<file path="src/rtl/pagerank_iter_sched.sv">
// Iteration scheduler for the serial PageRank datapath: one sweep per iteration, one request per partition.
// Tracks the max partition delta per sweep, commits the rank buffers, and stops on convergence or on the iteration cap.
module pagerank_iter_sched #(
  parameter int NUM_PARTITIONS = 1,
  parameter int MAX_ITERATIONS = 64,
  parameter int DELTA_W        = 32,
  parameter int PW             = (NUM_PARTITIONS > 1) ? $clog2(NUM_PARTITIONS) : 1,
  parameter int IW             = $clog2(MAX_ITERATIONS + 1)
) (
  input  logic               clk_i,
  input  logic               rst_i,
  input  logic               start_i,
  input  logic               abort_i,
  input  logic [DELTA_W-1:0] threshold_i,
  output logic               part_req_valid_o,
  input  logic               part_req_ready_i,
  output logic [PW-1:0]      part_req_idx_o,
  input  logic               part_resp_valid_i,
  input  logic [DELTA_W-1:0] part_resp_delta_i,
  output logic               commit_o,
  output logic               next_iteration_o,
  output logic               busy_o,
  output logic               done_o,
  output logic               converged_o,
  output logic               timed_out_o,
  output logic [IW-1:0]      iter_count_o
);

  typedef enum logic [2:0] {
    S_IDLE, S_ISSUE, S_WAIT, S_COMMIT, S_CHECK, S_DONE
  } state_t;

  localparam logic [PW-1:0] LAST_PTR = PW'(NUM_PARTITIONS - 1);
  localparam logic [IW-1:0] ITER_CAP = IW'(MAX_ITERATIONS);

  state_t             state_q, state_d;
  logic [PW-1:0]      ptr_q, ptr_d;
  logic [DELTA_W-1:0] max_delta_q, max_delta_d;
  logic [DELTA_W-1:0] thr_q, thr_d;
  logic [IW-1:0]      iter_q, iter_d;
  logic               conv_q, conv_d;
  logic               tout_q, tout_d;
  logic               next_iter;

  always_ff @(posedge clk_i or posedge rst_i) begin
    if (rst_i) begin
      state_q     <= S_IDLE;
      ptr_q       <= '0;
      max_delta_q <= '0;
      thr_q       <= '0;
      iter_q      <= '0;
      conv_q      <= 1'b0;
      tout_q      <= 1'b0;
    end else begin
      state_q     <= state_d;
      ptr_q       <= ptr_d;
      max_delta_q <= max_delta_d;
      thr_q       <= thr_d;
      iter_q      <= iter_d;
      conv_q      <= conv_d;
      tout_q      <= tout_d;
    end
  end

  always_comb begin
    state_d     = state_q;
    ptr_d       = ptr_q;
    max_delta_d = max_delta_q;
    thr_d       = thr_q;
    iter_d      = iter_q;
    conv_d      = conv_q;
    tout_d      = tout_q;
    next_iter   = 1'b0;

    case (state_q)
      S_IDLE, S_DONE: begin
        if (start_i) begin
          thr_d       = threshold_i;
          iter_d      = '0;
          ptr_d       = '0;
          max_delta_d = '0;
          conv_d      = 1'b0;
          tout_d      = 1'b0;
          state_d     = S_ISSUE;
        end
      end
      S_ISSUE: begin
        if (part_req_ready_i) state_d = S_WAIT;
      end
      S_WAIT: begin
        if (part_resp_valid_i) begin
          if (part_resp_delta_i > max_delta_q) max_delta_d = part_resp_delta_i;
          if (ptr_q == LAST_PTR) begin
            state_d = S_COMMIT;
          end else begin
            ptr_d   = ptr_q + PW'(1);
            state_d = S_ISSUE;
          end
        end
      end
      S_COMMIT: begin
        if (iter_q != ITER_CAP) iter_d = iter_q + IW'(1);
        state_d = S_CHECK;
      end
      S_CHECK: begin
        // Convergence is tested first so it wins when the cap is reached on the same sweep.
        if (max_delta_q < thr_q) begin
          conv_d  = 1'b1;
          state_d = S_DONE;
        end else if (iter_q == ITER_CAP) begin
          tout_d  = 1'b1;
          state_d = S_DONE;
        end else begin
          next_iter   = 1'b1;
          ptr_d       = '0;
          max_delta_d = '0;
          state_d     = S_ISSUE;
        end
      end
      default: state_d = S_IDLE;
    endcase

    if (abort_i) begin
      state_d     = S_IDLE;
      ptr_d       = '0;
      max_delta_d = '0;
      iter_d      = '0;
      conv_d      = 1'b0;
      tout_d      = 1'b0;
      next_iter   = 1'b0;
    end
  end

  assign part_req_valid_o = (state_q == S_ISSUE);
  assign part_req_idx_o   = ptr_q;
  assign commit_o         = (state_q == S_COMMIT);
  assign next_iteration_o = next_iter;
  assign busy_o           = (state_q == S_ISSUE) || (state_q == S_WAIT) ||
                            (state_q == S_COMMIT) || (state_q == S_CHECK);
  assign done_o           = (state_q == S_DONE);
  assign converged_o      = conv_q;
  assign timed_out_o      = tout_q;
  assign iter_count_o     = iter_q;

endmodule
</file>
<file path="config.mk">
export PLATFORM = sky130hd
export DESIGN_NAME = pagerank_iter_sched
export DESIGN_NICKNAME = d
export VERILOG_FILES = /design/src/rtl/pagerank_iter_sched.sv
export SDC_FILE = /design/constraint.sdc
export NUM_CORES = 1
export LEC_CHECK = 0
export CAP_MARGIN = 20
export CORE_MARGIN = 5
export CORE_UTILIZATION = 30
export DETAILED_ROUTE_END_ITERATION = 12
export GPL_TIMING_DRIVEN = 0
export RECOVER_POWER = 100
export SYNTH_ARGS = -nofsm -noshare
export SYNTH_HDL_FRONTEND = slang
export SYNTH_SLANG_ARGS = --single-unit
</file>
<file path="constraint.sdc">
create_clock -name clk_i -period 2.2 [get_ports clk_i]
set_input_delay 0.33 -clock clk_i [delete_from_list [all_inputs] [get_ports clk_i]]
set_output_delay 0.33 -clock clk_i [all_outputs]
set_load 0.02 [all_outputs]
</file>
==> flow_summary.toml, run 1 <==
[synth]
syn_avg_cell_area_um2 = 9.08
synth_ff_type = "dfrtp_1"
yosysWarnings = 0
ys_seq_elements = 76
syn-num-nets = 673
netlist_area_um2 = 4880
async_reset_ff_share_pct = 100
yosysSeqAreaShare_pct = 38.9
synth_edf_count = 0
synth_cell_types = 57
synthCells = 538

[route]
drc = 0
wl_per_cell_um = 14.9
viasPerCell = 4.71
first_pass_iters = 5
routed_wl_mm = 13.0
drt-initial-drc-count = 219
ant_nets = 0
vias = 4115

[global_routing]
gr-total-overflow = 0
grt_pass1_wl_mm = 21.0
grt_max_degree = 31
grt_pass1_vias = 4300
grt_util_all_layers_pct = 14.3
antenna_found_initial = 0

[sta]
fin_tns_setup_ns = -15.19
finalCritPeriodShare_pct = 123
tightest_slew_ns = 1.06
slew_violations = 0
finClkSkew_ns = 0.00876
fmax_ghz = 0.371
hold_viol = 0
fin_crit_ns = 2.70
rsz0062_at_grt = "yes"
finalSetupViolations = 38
fin_ws_ns = -0.497
slew_headroom_pct = 29.1

[power]
peakVddDrop_uv = 331
leakage_uw = 0.00311
powerDensity_nw_per_um2 = 656
fin_total_pwr_uw = 4390

[floorplan]
die_x_um = 138
io_pins = 85
dieArea_um2 = 18900
dieHeight_um = 138
start_util_pct = 30.6
row_count = 46
coreArea_um2 = 15900

[worst_setup_path]
path_class = "reg -> out"
startpoint = "max_delta_q[30]$_DFFE_PP0P_"
crit_required_ns = 1.87
r2r-end = "max_delta_q[8]$_DFFE_PP0P_"
critPathLaunchType = "flip-flop"
crit_arrival_ns = 2.37
r2r_setup_slack_ns = -0.50
reg2regPathDepth = 11
crit_fanout = 3
end_kind = "output pin"
worstReg2RegStart = "max_delta_q[30]$_DFFE_PP0P_"

[finish]
final_cell_mix = "88 x nand2_1, 75 x dfrtp_1, 69 x clkdlybuf4s50_1, 67 x inv_1, 62 x ha_1"
nets = 787
final_common_cell = "nand2_1"
multi_input_area_um2 = 2720
final_cells = 873
n_antenna_cell = 0
n_fill_cell = 1604
area_growth_pct = 36.8
seq_area_um2 = 1900
layout-drive-gt1-share_pct = 12.0

[run]
drv_cap = 0

[clocking]
clockBufferDepth = 2
numCtsBuffers = 9
htree_levels = 3
hold_buffers = 0
cts.sinks = 76
cts_tree = "done"
path_clk_slew_ns = 0.06
clkLatencyLatePin_ns = 0.35
root_buffer = "clkbuf_16"

[worst_hold_path]
hold_path_class = "reg -> reg"
min_from = "timed_out_o$_DFFE_PP0P_"
hold_end = "timed_out_o$_DFFE_PP0P_"
hold_path_depth = 1

[place]
placed_cells = 840
io_buffer_count = 83
place_congestion = 0.823
place_hpwl_mm = 10.2

[status]
violations = "setup timing"
status = "finished, violations left"
[synth_stat cells, drive strengths merged (2+ instances only)]
| library cell | number | area (um2) |
|---|---|---|
| a211oi | 3 | 35.0 |
| a21oi | 34 | 174 |
| a221o | 2 | 21.3 |
| a221oi | 3 | 32.5 |
| and2 | 2 | 12.5 |
| and2b | 2 | 17.5 |
| and4 | 3 | 27.5 |
| buf | 9 | 76.3 |
| clkbuf | 10 | 47.5 |
| dfrtp | 76 | 1900 |
| ha | 65 | 813 |
| inv | 70 | 263 |
| mux2i | 32 | 320 |
| nand2 | 93 | 352 |
| nand2b | 2 | 12.5 |
| nand3 | 9 | 45.0 |
| nand3b | 2 | 15.0 |
| nand4 | 7 | 43.8 |
| nor2 | 18 | 67.6 |
| nor2b | 8 | 50.1 |
| nor3 | 9 | 45.0 |
| nor4 | 3 | 33.8 |
| nor4b | 2 | 23.8 |
| o211ai | 4 | 30.0 |
| o21ai | 49 | 245 |
| xnor2 | 3 | 26.3 |
[registers in the layout, summed over array words and instances (netlist names)]
signal        count
max_delta_q      32
thr_q            32
iter_count_o      7
state_q           3
timed_out_o       1
converged_o       1
[metal layers]
metal  share of wire (%)  wire (um)  up-vias  GRT usage [%]
met5                   0          0        -              0
met4                 1.2        157        0           4.21
met3                 4.9        630       14           3.07
met2                  48       6220       92           23.3
met1                  46       5970     1948           18.9
li1                    -          -     2061              -
[cell families (layout without fill, tap and decap cells)]
kind of cell / after synthesis / after routing / synth area share (%)
flip-flops: 76 / 76 / 38.9
AO/OA/AOI/OAI: 106 / 106 / 13.1
XOR/XNOR: 3 / 3 / 0.538
multiplexers: 33 / 33 / 6.79
AND/OR/NAND/NOR: 165 / 165 / 16.0
other: 1 / 1 / 0.0768
buffers and inverters: 89 / 208 / 7.91
adder cells (fa/ha/maj): 65 / 65 / 16.6
[worst max-delay path by stage]
stage,endpoint,slack (ns),cells past startpoint
2_1_floorplan,max_delta_q[0]$_DFFE_PP0P_,-0.12,9
5_1_grt,next_iteration_o,-0.64,8
3_3_place_gp,max_delta_q[3]$_DFFE_PP0P_,-0.89,10
6_report,next_iteration_o,-0.50,8
3_5_place_dp,max_delta_q[23]$_DFFE_PP0P_,-0.93,10
4_1_cts,next_iteration_o,-0.57,8
[worst max-delay path, stage by stage (launching register included)]
cell	delay (ns)
dfrtp_1	0.41
ha_4	0.29
nand4_1	0.22
nor4b_4	0.35
nand2_2	0.12
a31oi_4	0.21
o31ai_4	0.07
and2b_2	0.24
buf_6	0.12
[report_power, final]
group	internal [uW]	switching [uW]
combinational	555	631
clock	989	605
sequential	1550	51.8
[stage by stage]
| stage | area [um2] | setup WS, ns | utilization, % | hold WS [ns] |
|---|---|---|---|---|
| finish | 6680 | -0.497 | 41.9 | 0.518 |
| global route | 6680 | -0.640 | 41.9 | 0.531 |
| CTS | 6540 | -0.568 | 41.0 | 0.398 |
| detailed placement | 6070 | -0.927 | 38.1 | 0.508 |
| global placement | 6020 | -0.891 | 37.8 | 0.505 |
| floorplan | 4920 | -0.116 | - | 0.447 |
[area by class of cell]
cell class                 count  share of cell area, %
clock inverter                 7                   1.37
clock buffer                   9                   3.37
buffer                        19                   2.08
sequential                    76                   28.5
inverter                      70                   3.95
multi-input combinational    373                   40.8
tap                          216                   4.05
timing repair buffer         103                   15.9
[timing repair]
item,4_1_cts,5_1_grt
buffers inserted,6,8
endpoints found under the setup margin,45,59
gates resized for setup,20,18
pin swaps,8,12
cloned,1,2
Note: power is estimated with default switching activity, not from simulation.
==> inputs of run 2 (changes only) <==
--- a/config.mk
+++ b/config.mk
@@ -10,6 +10,7 @@
 export CORE_UTILIZATION = 30
 export DETAILED_ROUTE_END_ITERATION = 12
 export GPL_TIMING_DRIVEN = 0
+export MAX_ROUTING_LAYER = met4
 export RECOVER_POWER = 100
 export SYNTH_ARGS = -nofsm -noshare
 export SYNTH_HDL_FRONTEND = slang
==> constraint.sdc (replaced) <==
create_clock -name clk_i -period 2.2 [get_ports clk_i]
set_input_delay 0.44 -clock clk_i [delete_from_list [all_inputs] [get_ports clk_i]]
set_output_delay 0.44 -clock clk_i [all_outputs]
set_load 0.02 [all_outputs]
==> flow_summary.toml, run 2 (synthesis results as in run 1) <==
[status]
status = "finished, violations left"
violations = "setup timing"

[clocking]
clkLatencyLatePin_ns = 0.35
htree_levels = 3
numCtsBuffers = 9
clockBufferDepth = 2
root_buffer = "clkbuf_16"
path_clk_slew_ns = 0.06
cts_tree = "done"
cts.sinks = 76

[finish]
seq_area_um2 = 1900
area_growth_pct = 40.3
n_antenna_cell = 0
final_area_um2 = 6850
final_common_cell = "nand2_1"
multi_input_area_um2 = 2800
nets = 791
final_cell_mix = "87 x nand2_1, 75 x dfrtp_1, 68 x clkdlybuf4s50_1, 67 x inv_1, 58 x ha_1"
layout-drive-gt1-share_pct = 14.4
final_util_pct = 43.0
n_fill_cell = 1587
final_cells = 877

[worst_setup_path]
cp_slowest_cell = "dfrtp_1"
path_class = "reg -> out"
cpMostUsedCell = "buf_6"
r2r-end = "max_delta_q[23]$_DFFE_PP0P_"
worstReg2RegStart = "max_delta_q[31]$_DFFE_PP0P_"
crit_required_ns = 1.76
crit_fanout = 2
path_depth = 9
end_kind = "output pin"
cp_top_family = "simple AND/OR/NAND/NOR gates"
cp_slowest_stage_delay_ns = 0.42
r2r_setup_slack_ns = -0.57
reg2regPathDepth = 13
path_buf_inv = 2
critPathLaunchType = "flip-flop"
critical_path.cell_chain = "ha_4, nand4_1, buf_6, nor4b_4, nand2_2, a31oi_4, o31ai_4, and2b_2, buf_6"
crit_arrival_ns = 2.36

[global_routing]
grt_pass1_wl_mm = 21.3
gr-total-overflow = 0
grt_util_all_layers_pct = 14.9
antenna_found_initial = 0
grt_max_degree = 35
grt_pass1_vias = 4444

[place]
place_area_um2 = 6080
io_buffer_count = 83
placed_cells = 840
pre_cts_slack_ns = -0.972
place_hpwl_mm = 10.0
place_congestion = 0.849

[floorplan]
coreArea_um2 = 15900
dieHeight_um = 138
die_x_um = 138
start_util_pct = 30.6
row_count = 46
io_pins = 85
dieArea_um2 = 18900

[power]
swShare_pct = 28.6
p_switching_uw = 1330
p_seq_share_pct = 34.6
powerDensity_nw_per_um2 = 678
internal_power_uw = 3320
peakVddDrop_uv = 438
clkPwrFrac_pct = 37.7
leakage_uw = 0.00315
power_frac_comb_pct = 27.6

[sta]
fin_tns_setup_ns = -21.14
finalCritPeriodShare_pct = 127
finClkSkew_ns = 0.00817
fmax_ghz = 0.357
fin_crit_ns = 2.80
slew_headroom_pct = 39.5
finalSetupViolations = 57
slew_violations = 0
rsz0062_at_grt = "yes"
hold_viol = 0
fin_ws_ns = -0.605
tightest_slew_ns = 0.902

[route]
wl_per_cell_um = 14.9
vias = 4131
ant_nets = 0
drt-initial-drc-count = 173
drc = 0
first_pass_iters = 4
routed_wl_mm = 13.1
viasPerCell = 4.71

[worst_hold_path]
hold_path_depth = 1
hold_end = "timed_out_o$_DFFE_PP0P_"
min_from = "timed_out_o$_DFFE_PP0P_"
hold_path_class = "reg -> reg"

[run]
drv_cap = 0
-- run 2: metal layers --
metal	GRT usage [%]	routed length (um)	up-vias
li1	-	-	2066
met1	17.8	5900	1956
met2	24.6	6370	87
met3	2.41	486	22
met4	6.71	321	0
met5	-	0	-
-- run 2: power groups by stage --
stage | sequential [uW] | combinational [uW] | clock [uW]
2_1_floorplan | 1620 | 681 | 0
3_3_place_gp | 1630 | 1000 | 0
6_report | 1610 | 1280 | 1750
4_1_cts | 1610 | 1210 | 1800
3_5_place_dp | 1630 | 1050 | 0
5_1_grt | 1620 | 1430 | 1850
-- run 2: per-stage QoR --
stage / power [uW] / hold slack [ns]
after global placement: 2630 / 0.476
after global routing: 4910 / 0.542
after CTS: 4620 / 0.490
final: 4650 / 0.505
after floorplan: 2300 / 0.481
after detailed placement: 2680 / 0.490
-- run 2: final cells by class --
class	instances	area share, %
Tap cell	216	3.94
Buffer	19	2.06
Sequential cell	76	27.8
Clock buffer	10	3.49
Timing Repair Buffer	107	16.3
Clock inverter	6	1.63
Multi-Input combinational cell	373	40.9
Inverter	70	3.85
-- run 2: repair_timing --
item | CTS | global route
endpoints found under the hold margin | 0 | 0
cloned | 3 | 0
hold buffers | 0 | 0
buffers inserted | 8 | 10
gates resized for setup | 26 | 32
pin swaps | 5 | 14
endpoints found under the setup margin | 63 | 57
-- run 2: worst max-delay path by stage --
| stage | from | endpoint | slack [ns] |
|---|---|---|---|
| floorplan | max_delta_q[11]$_DFFE_PP0P_ | max_delta_q[0]$_DFFE_PP0P_ | -0.12 |
| global placement | start_i | thr_q[7]$_DFFE_PP0P_ | -0.97 |
| detailed placement | part_resp_delta_i[27] | max_delta_q[28]$_DFFE_PP0P_ | -0.97 |
| CTS | max_delta_q[31]$_DFFE_PP0P_ | next_iteration_o | -0.75 |
| global route | thr_q[31]$_DFFE_PP0P_ | next_iteration_o | -0.70 |
| finish | max_delta_q[31]$_DFFE_PP0P_ | next_iteration_o | -0.60 |
-- run 2: worst reg2reg max path: cells and delay by family, from the launching register on --
family | cells | cell delay, ns
simple gates | 3 | 0.51
mux | 1 | 0.20
flops | 1 | 0.42
fa+ha+maj | 1 | 0.29
buf+inv | 5 | 0.70
compound gates | 3 | 0.57
